### src/rtl/memory_arbiter.sv
// memory_arbiter: round-robin arbiter sharing one single-port memory_top
// between the CPU bus (port 0) and the DMA/loader (port 1). One transaction
// is in flight at a time; new grants are held off while memory_top is busy.
//
// Requester handshake: a port raises reqN with weN/addrN/wdataN stable and
// keeps them stable until it sees the one-cycle ackN. gntN is high from the
// cycle after the grant decision through the ack cycle. A reqN still high in
// the IDLE cycle after ackN is treated as a fresh request.
module memory_arbiter #(
    parameter int DATA_WIDTH = 8,
    parameter int ADDR_WIDTH = 12
) (
    input  logic                  clk,
    input  logic                  reset,
    // port 0: CPU bus
    input  logic                  req0,
    input  logic                  we0,
    input  logic [ADDR_WIDTH-1:0] addr0,
    input  logic [DATA_WIDTH-1:0] wdata0,
    output logic                  gnt0,
    output logic                  ack0,
    output logic [DATA_WIDTH-1:0] rdata0,
    // port 1: DMA / loader
    input  logic                  req1,
    input  logic                  we1,
    input  logic [ADDR_WIDTH-1:0] addr1,
    input  logic [DATA_WIDTH-1:0] wdata1,
    output logic                  gnt1,
    output logic                  ack1,
    output logic [DATA_WIDTH-1:0] rdata1,
    // memory_top side
    output logic                  mem_rd_enable,
    output logic                  mem_wr_enable,
    output logic [ADDR_WIDTH-1:0] mem_addr,
    output logic [DATA_WIDTH-1:0] mem_wr_data,
    input  logic                  mem_busy,
    input  logic [DATA_WIDTH-1:0] mem_rd_data,
    // FSM state for observation
    output logic [1:0]            dbg_state
);

    typedef enum logic [1:0] {
        IDLE    = 2'd0,
        ISSUE   = 2'd1,
        CAPTURE = 2'd2,
        DONE    = 2'd3
    } state_t;

    state_t                state;
    state_t                state_nxt;

    // ptr = 0 favours port 0 when both request, ptr = 1 favours port 1
    logic                  ptr;
    // port that owns the in-flight transaction
    logic                  winner;

    // latched copy of the winning request
    logic                  we_q;
    logic [ADDR_WIDTH-1:0] addr_q;
    logic [DATA_WIDTH-1:0] wdata_q;

    logic                  grant_now;
    logic                  grant_port;

    // Grant decision: only in IDLE with memory_top free; contention resolved by ptr
    always_comb begin
        grant_now  = 1'b0;
        grant_port = 1'b0;
        if (state == IDLE && !mem_busy && (req0 || req1)) begin
            grant_now = 1'b1;
            if (req0 && req1) begin
                grant_port = ptr;
            end else begin
                grant_port = req1;
            end
        end
    end

    // Next-state logic: a write skips CAPTURE, a read waits one cycle for rd_data
    always_comb begin
        state_nxt = state;
        case (state)
            IDLE: begin
                if (grant_now) begin
                    state_nxt = ISSUE;
                end
            end
            ISSUE: begin
                if (we_q) begin
                    state_nxt = DONE;
                end else begin
                    state_nxt = CAPTURE;
                end
            end
            CAPTURE: state_nxt = DONE;
            DONE:    state_nxt = IDLE;
            default: state_nxt = IDLE;
        endcase
    end

    // State register and round-robin pointer; pointer flips away from the winner on completion
    always_ff @(posedge clk or negedge reset) begin
        if (!reset) begin
            state <= IDLE;
            ptr   <= 1'b0;
        end else begin
            state <= state_nxt;
            if (state == DONE) begin
                ptr <= ~winner;
            end
        end
    end

    // Latch the winning request so requesters' inputs are not needed after the grant
    always_ff @(posedge clk or negedge reset) begin
        if (!reset) begin
            winner  <= 1'b0;
            we_q    <= 1'b0;
            addr_q  <= '0;
            wdata_q <= '0;
        end else if (grant_now) begin
            winner <= grant_port;
            if (grant_port) begin
                we_q    <= we1;
                addr_q  <= addr1;
                wdata_q <= wdata1;
            end else begin
                we_q    <= we0;
                addr_q  <= addr0;
                wdata_q <= wdata0;
            end
        end
    end

    // Read capture: only the winning port's rdata changes, and only on its own reads
    always_ff @(posedge clk or negedge reset) begin
        if (!reset) begin
            rdata0 <= '0;
            rdata1 <= '0;
        end else if (state == CAPTURE) begin
            if (winner) begin
                rdata1 <= mem_rd_data;
            end else begin
                rdata0 <= mem_rd_data;
            end
        end
    end

    // Port and memory outputs decoded from state; address/data hold the latch between transactions
    always_comb begin
        gnt0          = (state != IDLE) && !winner;
        gnt1          = (state != IDLE) &&  winner;
        ack0          = (state == DONE) && !winner;
        ack1          = (state == DONE) &&  winner;
        mem_wr_enable = (state == ISSUE) &&  we_q;
        mem_rd_enable = (state == ISSUE) && !we_q;
        mem_addr      = addr_q;
        mem_wr_data   = wdata_q;
        dbg_state     = state;
    end

endmodule

### config.mk
export PLATFORM = sky130hd
export DESIGN_NAME = memory_arbiter
export DESIGN_NICKNAME = d
export VERILOG_FILES = /design/src/rtl/memory_arbiter.sv
export SDC_FILE = /design/constraint.sdc
export NUM_CORES = 1
export LEC_CHECK = 0
export ABC_AREA = 0
export BUFFER_PORTS_ARGS = -buffer_cell sky130_fd_sc_hd__buf_2
export CAP_MARGIN = 20
export CORE_MARGIN = 4
export CORE_UTILIZATION = 42
export DETAILED_ROUTE_END_ITERATION = 8
export GPL_TIMING_DRIVEN = 1
export PLACE_DENSITY = 0.76
export SLEW_MARGIN = 20
export SYNTH_ARGS = -nofsm -noshare
export SYNTH_HDL_FRONTEND = slang
export SYNTH_SLANG_ARGS = --single-unit
export TNS_END_PERCENT = 30
### constraint.sdc
create_clock -name clk -period 1.4 [get_ports clk]
set_input_delay 0.14 -clock clk [delete_from_list [all_inputs] [get_ports clk]]
set_output_delay 0.14 -clock clk [all_outputs]
set_load 0.01 [all_outputs]
==> impl_metrics.yaml <==
yosys:
  synth_area_sq_um: 2150
  yosysTopAreaCellShare: 0.478
  yosys.area.top_type: "dfrtp_1"
  synth.avg_cell_area_sq_um: 11.7
  synth.most_common_cell: "dfrtp_1"
  syn_inst: 184
  synth_edf_count: 0
  synth_flop_cell: "dfrtp_1"
  ys_types: 25
  synth_warnings: 0
  synth_seq_area_share: 0.478
  synth_common_cells: "dfrtp_1, inv_1, nand4_1"
  synth.area.top_cells: "dfrtp_1, o311ai_2, mux2_1"
  ys_ff_latch: 41
  async_reset_ff_frac: 1.00
  synth.net_count: 243
min_path:
  min_path_type: "primary input to flip-flop"
global_routing:
  grt_max_degree: 24
  grt_pass1_wl_mm: 8.65
  grt_pass1_vias: 1839
  antenna_found_initial: 0
  gr-total-overflow: 0
  grt_usage: 0.176
setup_path:
  start_kind: "flip-flop"
  path_class: "flip-flop to output pin"
  cp_data_required_time_ps: 1260
  critPathMaxFanout: 5
  critPathCaptureType: "output pin"
  arrival_ps: 1360
detailed_routing:
  viasPerCell: 5.21
  drt_wl_total_mm: 5.56
  drtIter0Drc: 55
  ant_nets: 0
  wl_per_cell_um: 15.2
  first_pass_iters: 4
  drc: 0
  via_count: 1908
run_status:
  outcome: "finished, violations left"
  violations: "setup timing"
placement:
  numPlacedInstances: 351
  routabilityCongestion: 0.756
  port_buffers: 98
  dp_hpwl_mm: 4.10
pwr:
  finalPower_mw: 6.63
  cellPowerDensity_nw_per_um2: 2130
  p_leak_nw: 1.48
  peakVddDrop_uv: 1010
finish:
  fin_nets: 357
  stdcell_count: 366
  post-route-util: 0.643
  insertedDiodeCount: 0
  drive_gt1_frac: 0.542
  area_growth_pct: 45.3
clock_tree:
  clk_pin_slew_ps: 80
  cts_sinks: 41
  cts_made_buffers: 5
  cts_tree: "built"
  cts_buffer_depth: 2
  htree_levels: 2
  cts_root_buffer: "clkbuf_8"
  clk_latency_ps: 300
timing:
  rsz0062_at_grt: "yes"
  period_needed_ps: 1500
  whs_ps: 66.8
  fmax_ghz: 0.668
  slew_headroom: 0.610
  fin_setup_tns_ps: -1750
  hold_viol: 0
  final_max_slew_viol_count: 0
  worst_pin_slew_ps: 582
  fin_crit_sh: 1.07
  finalWorstSetupSlack_ps: -96.5
  setup_viol: 39
  clock_skew_ps: 10.7
die:
  io-pin-count: 99
  die_w_um: 79.5
  core_area_sq_um: 4850
  die_area_sq_um: 6320
  rows: 25
  initial_core_util: 0.443
  die_h_um: 79.5
job:
  cap_violations: 0
## through the flow
| stage | setup WS, ps | area (sq um) |
|---|---|---|
| 6_report | -96.5 | 3120 |
| 3_3_place_gp | -78.7 | 2820 |
| 5_1_grt | -151 | 3120 |
| 3_5_place_dp | -127 | 2820 |
| 2_1_floorplan | -36.0 | 2170 |
| 4_1_cts | -99.3 | 3070 |
## state kept, by name (all words and copies together) (netlist names)
| name | cells |
|---|---|
| we_q | 1 |
| mem_wr_data | 8 |
| winner | 1 |
| dbg_state | 2 |
| rdata0 | 8 |
| mem_addr | 12 |
| rdata1 | 8 |
| ptr | 1 |
## per-layer routing
metal,GRT usage,share of wire,vias to the layer above
met3,0.0497,0.088,6
met4,0.0481,0.0099,0
met2,0.301,0.48,83
li1,-,-,912
met5,0,0,-
met1,0.216,0.42,907
## area by class of cell
cell class | instances | area [sq um]
timing repair buffer | 121 | 746
sequential | 41 | 1030
clock inverter | 3 | 68.8
clock buffer | 5 | 68.8
multi-input combinational | 106 | 1030
inverter | 23 | 88.8
tap | 67 | 83.8
fill | 410 | 1730
## cells by family (layout without fill, tap and decap cells)
group,Yosys count,after routing,share of synthesized area
adders and majority gates,4,4,0.0233
buffers and inverters,38,152,0.0822
DFF,41,41,0.478
and+or+nand+nor,37,37,0.107
muxes,17,17,0.0892
AOI/OAI and AO/OA,47,48,0.221
## worst max-delay path: stages (launching register included)
cell     delay (ps)
dfrtp_2         430
inv_4            70
ha_4            150
buf_6           110
and2b_1         180
buf_6           120
## cells in the final DEF (no fill, tap or decap), drive strengths merged, types with 2 or more instances in the layout
master	synthesis	layout
and2	2	2
and2b	2	2
and3	2	2
buf	7	120
bufinv	0	2
clkbuf	8	5
dfrtp	41	41
ha	4	4
inv	23	24
mux2	17	17
nand2b	3	3
nand4	21	21
nor2	4	4
nor2b	2	2
o21ai	23	24
o311ai	21	21
## power by group
part / switching, mW / internal, mW
clock network: 0.429 / 0.717
logic: 1.64 / 1.72
registers: 0.324 / 1.80
total: 2.39 / 4.24
## final timing paths
path,startpoint,to,slack [ps],depth (start not counted)
max,dbg_state[0],gnt1,-100,5
max in group asynchronous,reset,mem_addr[5],530,3
min reg2reg,rdata1[4],rdata1[4],490,1
min,mem_rd_data[1],rdata0[1],70,2
max reg2reg,dbg_state[0],mem_wr_data[4],-80,6
min in group asynchronous,reset,we_q,320,2
## repair_timing
action | CTS | global route
pin swaps | 0 | 1
gates cloned | 1 | 0
gates resized for setup | 14 | 6
setup endpoints to repair | 29 | 45
hold buffers | 1 | 0
hold endpoints to repair | 18 | 0
setup buffers | 4 | 1
Power figures use the tool's default switching activity.
